--- config.mk ---
export PLATFORM = sky130hd
export DESIGN_NAME = move_input_ctrl
export DESIGN_NICKNAME = d
export VERILOG_FILES = /design/src/rtl/game_pkg.sv /design/src/rtl/btn_debounce.sv /design/src/rtl/move_input_ctrl.sv
export SDC_FILE = /design/constraint.sdc
export NUM_CORES = 1
export LEC_CHECK = 0
export CORE_ASPECT_RATIO = 2
export CORE_MARGIN = 2
export CORE_UTILIZATION = 60
export CTS_CLUSTER_DIAMETER = 120
export DETAILED_ROUTE_END_ITERATION = 10
export PLACE_DENSITY_LB_ADDON = 0.12
export SLEW_MARGIN = 40
export SYNTH_ARGS = -nofsm -noshare
export SYNTH_HDL_FRONTEND = slang
export SYNTH_HIERARCHICAL = 1
export SYNTH_SLANG_ARGS = --single-unit
--- constraint.sdc ---
create_clock -name clk -period 4.7 [get_ports clk]
set_input_delay 0.47 -clock clk [delete_from_list [all_inputs] [get_ports clk]]
set_output_delay 0.47 -clock clk [all_outputs]
set_load 0.005 [all_outputs]
--- src/rtl/game_pkg.sv ---
// Shared game definitions: move direction codes, input FSM states and the
// press-priority helper used by the move input controller.
package game_pkg;

    localparam logic [1:0] DIR_UP    = 2'b00;
    localparam logic [1:0] DIR_LEFT  = 2'b01;
    localparam logic [1:0] DIR_DOWN  = 2'b10;
    localparam logic [1:0] DIR_RIGHT = 2'b11;

    typedef enum logic [1:0] {
        IDLE,
        VALID,
        RELEASE
    } move_state_t;

    // Up wins over left, left over down, down over right.
    function automatic logic [1:0] pick_dir(input logic [3:0] rise);
        if (rise[0]) begin
            return DIR_UP;
        end else if (rise[1]) begin
            return DIR_LEFT;
        end else if (rise[2]) begin
            return DIR_DOWN;
        end else begin
            return DIR_RIGHT;
        end
    endfunction

endpackage

--- src/rtl/btn_debounce.sv ---
// One push-button: 2-flop synchronizer followed by a consecutive-cycle
// debounce counter that toggles the accepted level.
module btn_debounce #(
    parameter int DEBOUNCE_CYCLES = 500000
) (
    input  logic clk,
    input  logic rst,
    input  logic btn,
    output logic level,
    output logic synced
);

    localparam int CW = (DEBOUNCE_CYCLES > 1) ? $clog2(DEBOUNCE_CYCLES) : 1;
    localparam logic [CW-1:0] LAST = CW'(DEBOUNCE_CYCLES - 1);

    logic          meta;
    logic [CW-1:0] cnt;

    always_ff @(posedge clk) begin
        if (rst) begin
            meta   <= 1'b0;
            synced <= 1'b0;
            level  <= 1'b0;
            cnt    <= '0;
        end else begin
            meta   <= btn;
            synced <= meta;
            if (synced != level) begin
                if (cnt == LAST) begin
                    level <= ~level;
                    cnt   <= '0;
                end else begin
                    cnt <= cnt + 1'b1;
                end
            end else begin
                cnt <= '0;
            end
        end
    end

endmodule

--- src/rtl/move_input_ctrl.sv ---
// Turns four debounced buttons into one valid/ready move per press.
// Define MOVE_INPUT_REPEAT_EN to add auto-repeat while the move button is held.
module move_input_ctrl
    import game_pkg::*;
#(
    parameter int DEBOUNCE_CYCLES = 500000,
    parameter int REPEAT_CYCLES   = 25000000
) (
    input  logic       clk,
    input  logic       rst,
    input  logic [3:0] btn,
    input  logic       move_ready,
    output logic [1:0] dir,
    output logic       move_valid,
    output logic [3:0] btn_state
);

    if (DEBOUNCE_CYCLES < 1 || REPEAT_CYCLES < 2) begin : g_bad_cfg
        $error("move_input_ctrl: cycle parameters out of range");
    end

    logic [3:0]  level;
    logic [3:0]  synced;
    logic [3:0]  prev;
    logic [3:0]  rise;
    logic [1:0]  fill;
    logic        armed;
    logic        rep_hit;
    logic [1:0]  dir_nx;
    move_state_t state;
    move_state_t state_nx;

    for (genvar i = 0; i < 4; i++) begin : g_db
        btn_debounce #(
            .DEBOUNCE_CYCLES(DEBOUNCE_CYCLES)
        ) u_db (
            .clk   (clk),
            .rst   (rst),
            .btn   (btn[i]),
            .level (level[i]),
            .synced(synced[i])
        );
    end

    assign btn_state = level;

    // Presses are only honoured once every button has been seen released
    // after reset, so a button held through reset cannot fire a move.
    assign rise = level & ~prev & {4{armed}};

    always_ff @(posedge clk) begin
        if (rst) begin
            state <= IDLE;
            dir   <= DIR_UP;
            prev  <= '0;
            fill  <= '0;
            armed <= 1'b0;
        end else begin
            state <= state_nx;
            dir   <= dir_nx;
            prev  <= level;
            fill  <= {fill[0], 1'b1};
            if (fill[1] && synced == '0 && level == '0) begin
                armed <= 1'b1;
            end
        end
    end

`ifdef MOVE_INPUT_REPEAT_EN
    localparam int RW = (REPEAT_CYCLES > 1) ? $clog2(REPEAT_CYCLES) : 1;
    localparam logic [RW-1:0] REP_LAST = RW'(REPEAT_CYCLES - 1);

    logic [RW-1:0] rep_cnt;
    logic          rep_hold;

    assign rep_hold = level[dir];
    assign rep_hit  = (state == RELEASE) && rep_hold && (rep_cnt == REP_LAST);

    // The handshake cycle counts as the first held cycle of the period.
    always_ff @(posedge clk) begin
        if (rst) begin
            rep_cnt <= '0;
        end else if (state == VALID && move_ready) begin
            rep_cnt <= RW'(1);
        end else if (state == RELEASE && rep_hold && !rep_hit) begin
            rep_cnt <= rep_cnt + 1'b1;
        end else begin
            rep_cnt <= '0;
        end
    end
`else
    assign rep_hit = 1'b0;
`endif

    always_comb begin
        state_nx   = state;
        dir_nx     = dir;
        move_valid = 1'b0;
        unique case (state)
            IDLE: begin
                if (|rise) begin
                    dir_nx   = pick_dir(rise);
                    state_nx = VALID;
                end
            end
            VALID: begin
                move_valid = 1'b1;
                if (move_ready) begin
                    state_nx = RELEASE;
                end
            end
            RELEASE: begin
                if (level == '0) begin
                    state_nx = IDLE;
                end else if (rep_hit) begin
                    state_nx = VALID;
                end
            end
            default: state_nx = IDLE;
        endcase
    end

endmodule

==> results.sh, run 1 <==
export IMPL_io_pins=14
export IMPL_power_mw=1.61
export IMPL_final_setup_viol_count=0
export IMPL_die_w_um=64.9
export IMPL_syn_to_final_growth_pct=9.51
export IMPL_root_buffer="clkbuf_16"
export IMPL_yosys_most_used_dff="dfxtp_1"
export IMPL_postCtsSetupBuffers=0
export IMPL_synthCells=491
export IMPL_dr_pass1_iters=4
export IMPL_cts_buffer_depth=2
export IMPL_fin_crit_sh=0.442
export IMPL_finClkSkew_ps=8.34
export IMPL_place_congestion=0.873
export IMPL_power_density_nw_per_um2=330
export IMPL_postLayoutCoreUtil=0.675
export IMPL_cts_tree="built"
export IMPL_worst_ep_arrival_time_ps=2280
export IMPL_status="finished, final reports clean"
export IMPL_h_tree_depth=3
export IMPL_fillers=592
export IMPL_num_rows=44
export IMPL_cap_violations=0
export IMPL_drt_iter0_drc=231
export IMPL_drive_gt1_frac=0.0833
export IMPL_grt_pass1_wl_um=14200
export IMPL_wl_um=8230
export IMPL_clkLatencyLatePin_ps=340
export IMPL_route_met2_wl_um=4570
export IMPL_grt_usage=0.219
export IMPL_grt_overflow=0
export IMPL_io_buffers=13
export IMPL_initial_utilization=0.617
export IMPL_hp_class="reg2reg"
export IMPL_fmax_mhz=482
export IMPL_synth_fp_nets=502
export IMPL_synth_edf_count=0
export IMPL_drt_met1_wl_um=3370
export IMPL_route_detailed_drc=0
export IMPL_critPathCaptureType="register"
export IMPL_dieArea_um2=8160
export IMPL_whs_ps=449
export IMPL_hold_viol=0
export IMPL_routedWlPerCell_um=13.8
export IMPL_cts_buffers=9
export IMPL_setup_tns_ps=0
export IMPL_antenna_cells=0
export IMPL_antenna_found_initial=0
export IMPL_ctsHoldBuffers=0
export IMPL_avgSynthCellArea_um2=9.06
export IMPL_chipHeight_um=126
export IMPL_rsz0062_at_grt="no"
export IMPL_critPathKind="reg2reg"
export IMPL_cts_sinks=99
export IMPL_grt_max_degree=32
export IMPL_top_layer_used="met4"
export IMPL_vias=3414
export IMPL_core_um2=7210
export IMPL_clk_pin_slew_ps=70
export IMPL_synth_cell_types=42
export IMPL_via_per_inst=5.73
export IMPL_tightestPinTransition_ps=517
export IMPL_relSlewSlack=0.654
export IMPL_slew_viol_final=0
export IMPL_ir_drop_v=0.000292
export IMPL_grt_pass1_vias=3300
export IMPL_worstPathMaxFanout=19
export IMPL_fin_crit_ps=2080
export IMPL_synthArstFlopShare=0
export IMPL_cp_required_ps=4910
export IMPL_wl_met3_um=144
export IMPL_p_leak_nw=1.43
export IMPL_synth_seq_area_share=0.446
export IMPL_ys_warn_count=6
export IMPL_fin_nets=510
export IMPL_cp_start_kind="register"
export IMPL_synth_area_um2=4450
export IMPL_ant_nets=0
export IMPL_cts_resized=0
export IMPL_synth_seq_cells=99
export IMPL_dp_hpwl_um=5890
placed cells by master (no fill, tap or decap), drive strengths merged, types with 9 or more instances in the layout:
master         Yosys  layout
dfxtp             99      99
nand3             28      28
xnor2             36      36
clkbuf             4       9
or4               17      17
xor2              16      16
nor4              10      10
o21ai             21      21
nand4             24      24
clkdlybuf4s50      0      13
nor2              66      66
nor3              12      12
a21oi             21      21
or3               16      16
nand2             17      17
inv               22      23
nor2b             21      21
flip-flops by register name (all words and copies together), names as in the netlist, 2 cells and up:
name,count
dir,2
g_db.u_db/synced,4
g_db.u_db/cnt,76
g_db.u_db/meta,4
g_db.u_db/level,4
state,2
prev,4
fill,2
synthesized netlist by cell type, types with 5 or more instances:
cell | n | area, um2
o21ai_0 | 16 | 80.1
xnor2_1 | 36 | 315
buf_6 | 8 | 90.1
nand4_1 | 24 | 150
nand2_1 | 17 | 63.8
nor2b_1 | 18 | 113
nand3_1 | 28 | 140
or4_1 | 12 | 90.1
dfxtp_1 | 99 | 1980
nor3_1 | 12 | 60.1
nor2_1 | 66 | 248
inv_1 | 21 | 78.8
nor4_1 | 10 | 62.6
a21oi_1 | 21 | 105
or3_1 | 16 | 100
xor2_1 | 16 | 140
or4_4 | 5 | 56.3
or2_2 | 8 | 50.1
o31ai_1 | 8 | 60.1
through the flow:
step	setup WS [ps]	std cells	cell area [um2]
floorplan	2780	491	4450
global placement	2660	580	4570
detailed placement	2630	580	4570
CTS	2630	596	4870
global route	2510	596	4870
finish	2620	596	4870
per-layer routing:
layer	global-route usage	vias to the layer above
li1	-	1749
met1	0.236	1614
met2	0.408	39
met3	0.0357	12
met4	0.0939	0
met5	0	-
path summary, 6_finish.rpt:
check | start | to | slack, ps | cells after the start
max | g_db[3].u_db/cnt[6] | g_db[3].u_db/cnt[11] | 2620 | 4
min | fill[0] | fill[1] | 450 | 1
max reg2reg | g_db[3].u_db/cnt[6] | g_db[3].u_db/cnt[11] | 2620 | 4
min reg2reg | fill[0] | fill[1] | 450 | 1
where the power goes:
part	internal, mW	leakage, nW	total, mW	switching (mW)
registers	0.844	0.800	0.848	0.00339
logic	0.0115	0.500	0.0261	0.0146
clock network	0.415	0.134	0.733	0.318
total	1.27	1.43	1.61	0.336
cells by family (layout without fill, tap and decap cells):
| group | Yosys count | after routing | synth area share |
|---|---|---|---|
| xor+xnor | 52 | 52 | 0.102 |
| buf+inv | 39 | 52 | 0.0484 |
| flops | 99 | 99 | 0.446 |
| simple gates | 235 | 235 | 0.295 |
| compound gates | 62 | 62 | 0.0976 |
| fa+ha+maj | 4 | 4 | 0.0113 |
worst max-delay path, cell delays in order, from the launching register on:
cell     delay, ps
dfxtp_1        390
or4_1          490
or4_4          520
o21ai_4        440
nor2_1         110
area by class of cell:
type / instances / area [um2] / area share
Tap cell: 92 / 115 / 0.0236
Multi-Input combinational cell: 353 / 2250 / 0.462
Clock buffer: 9 / 225 / 0.0462
Inverter: 22 / 82.6 / 0.0170
Clock inverter: 7 / 77.6 / 0.0159
Timing Repair Buffer: 14 / 138 / 0.0283
Sequential cell: 99 / 1980 / 0.407
Note: power is estimated with default switching activity, not from simulation.
==> run 2, diff against run 1 <==
==> constraint.sdc (replaced) <==
create_clock -name clk -period 2 [get_ports clk]
set_input_delay 0.2 -clock clk [delete_from_list [all_inputs] [get_ports clk]]
set_output_delay 0.2 -clock clk [all_outputs]
set_load 0.005 [all_outputs]
==> run 2 against run 1 <==
Against the previous run: via count rose by 3.1%; critical path depth up 1; clock-buffer cell count is 5 higher; final area increased by 3.9%; worst setup slack got worse by 2500 ps; non-clock buffer count rose by 21; clock power increased by 120%; global-route usage is 1.5 points higher; utilization up 2.7 points; maximum frequency grew 9.5%; flip-flop and latch count is the same; critical endpoint is now g_db[0].u_db/cnt[17].
==> results.sh, run 2 (same netlist as run 1, synthesis figures left out) <==
export IMPL_worstPathMaxFanout=19
export IMPL_io_buffers=13
export IMPL_largest_register="g_db.u_db/cnt"
export IMPL_cts_resized=0
export IMPL_ant_nets=0
export IMPL_holdPathStages=2
export IMPL_cp_start_kind="register"
export IMPL_slew_viol_final=0
export IMPL_grt_usage=0.234
export IMPL_placed_area_um2=4790
export IMPL_dr_pass1_iters=5
export IMPL_ir_drop_v=0.000575
export IMPL_finClkSkew_ps=7.86
export IMPL_final_setup_viol_count=0
export IMPL_rsz0062_at_grt="no"
export IMPL_worst_ep_arrival_time_ps=2110
export IMPL_routedWlPerCell_um=14.2
export IMPL_grt_pass1_wl_um=15200
export IMPL_largest_reg_flops=76
export IMPL_fin_nets=531
export IMPL_fmax_mhz=527
export IMPL_drt_iter0_drc=168
export IMPL_finalNonFillerCells=617
export IMPL_wl_um=8760
export IMPL_chipHeight_um=126
export IMPL_hp_class="in2reg"
export IMPL_setup_tns_ps=0
export IMPL_clkLatencyLatePin_ps=340
export IMPL_fillers=595
export IMPL_critPathKind="reg2reg"
export IMPL_drive_gt1_frac=0.114
export IMPL_critPathCaptureType="register"
export IMPL_root_buffer="clkbuf_16"
export IMPL_p_leak_nw=1.57
export IMPL_antenna_cells=0
export IMPL_relSlewSlack=0.718
export IMPL_clk_pin_slew_ps=60
export IMPL_fin_crit_sh=0.948
export IMPL_cts_buffer_depth=2
export IMPL_ctsHoldBuffers=0
export IMPL_die_w_um=64.9
export IMPL_dieArea_um2=8160
export IMPL_cts_tree="built"
export IMPL_final_area_um2=5060
export IMPL_fin_crit_ps=1900
export IMPL_layout_common_cells="dfxtp_1, nor2_1, xnor2_1, nand3_1, nand4_1"
export IMPL_final_common_cell="dfxtp_1"
export IMPL_cts_sinks=99
export IMPL_postCtsSetupBuffers=0
export IMPL_grt_overflow=0
export IMPL_route_detailed_drc=0
export IMPL_dp_hpwl_um=6180
export IMPL_placed_cells=601
export IMPL_core_um2=7210
export IMPL_cp_required_ps=2220
export IMPL_place_congestion=0.860
export IMPL_antenna_found_initial=0
export IMPL_reg2reg_depth=5
export IMPL_cap_violations=0
export IMPL_cts_buffers=9
export IMPL_via_per_inst=5.70
export IMPL_register_area_um2=1980
export IMPL_multiInputGateArea_um2=2250
export IMPL_grt_pass1_vias=3486
export IMPL_syn_to_final_growth_pct=13.8
export IMPL_tightestPinTransition_ps=419
export IMPL_initial_utilization=0.617
export IMPL_power_density_nw_per_um2=724
export IMPL_vias=3519
export IMPL_io_pins=14
export IMPL_hold_viol=0
export IMPL_status="finished, final reports clean"
export IMPL_h_tree_depth=3
export IMPL_grt_max_degree=32
export IMPL_num_rows=44
-- run 2: cell types whose count changed in the layout (fill, tap and decap cells not counted), moves of 2 or more --
cell        change
clkinvlp_4      -4
buf_4          +16
clkbuf_1        +3
clkinv_2        +2
clkbuf_8        +2
buf_12          +5
-- run 2: final cells by class --
class | count | share of cell area
multi-input cells | 353 | 0.445
clock buffers | 14 | 0.0522
inverters | 22 | 0.0163
repair buffers | 35 | 0.0707
well taps | 92 | 0.0227
clock inverters | 2 | 0.00198
flip-flops and latches | 99 | 0.391
-- run 2: per-stage QoR --
step	hold WS, ps	setup WS [ps]	utilization	total power, mW
after floorplan	272	77.8	-	2.07
after CTS	404	94.5	0.702	3.71
final	414	104	0.702	3.67
after global placement	421	163	0.664	2.11
after detailed placement	427	110	0.664	2.11
after global routing	422	37.5	0.702	3.79
-- run 2: per-layer routing --
metal	vias to the layer above	track usage	wire length [um]
met5	-	0	0
met4	0	0.100	205
met3	15	0.0464	221
met2	45	0.432	4840
met1	1671	0.250	3490
li1	1788	-	-
-- run 2: worst paths after layout --
| check | from | endpoint | slack (ps) |
|---|---|---|---|
| max | g_db[0].u_db/cnt[12] | g_db[0].u_db/cnt[17] | 100 |
| min | btn[3] | g_db[3].u_db/meta | 410 |
| max reg2reg | g_db[0].u_db/cnt[12] | g_db[0].u_db/cnt[17] | 100 |
| min reg2reg | g_db[2].u_db/meta | g_db[2].u_db/synced | 440 |
-- run 2: power breakdown --
group	total (mW)	switching, mW	internal, mW
logic	0.0744	0.0367	0.0377
registers	1.99	0.00798	1.98
clock network	1.60	0.690	0.909
total	3.67	0.734	2.93
-- run 2: critical path: stages, from the launching register on --
cell and delay (ps):
dfxtp_1 350, or4_1 540, or4_4 520, o21ai_4 160, buf_12 160, a21oi_1 50
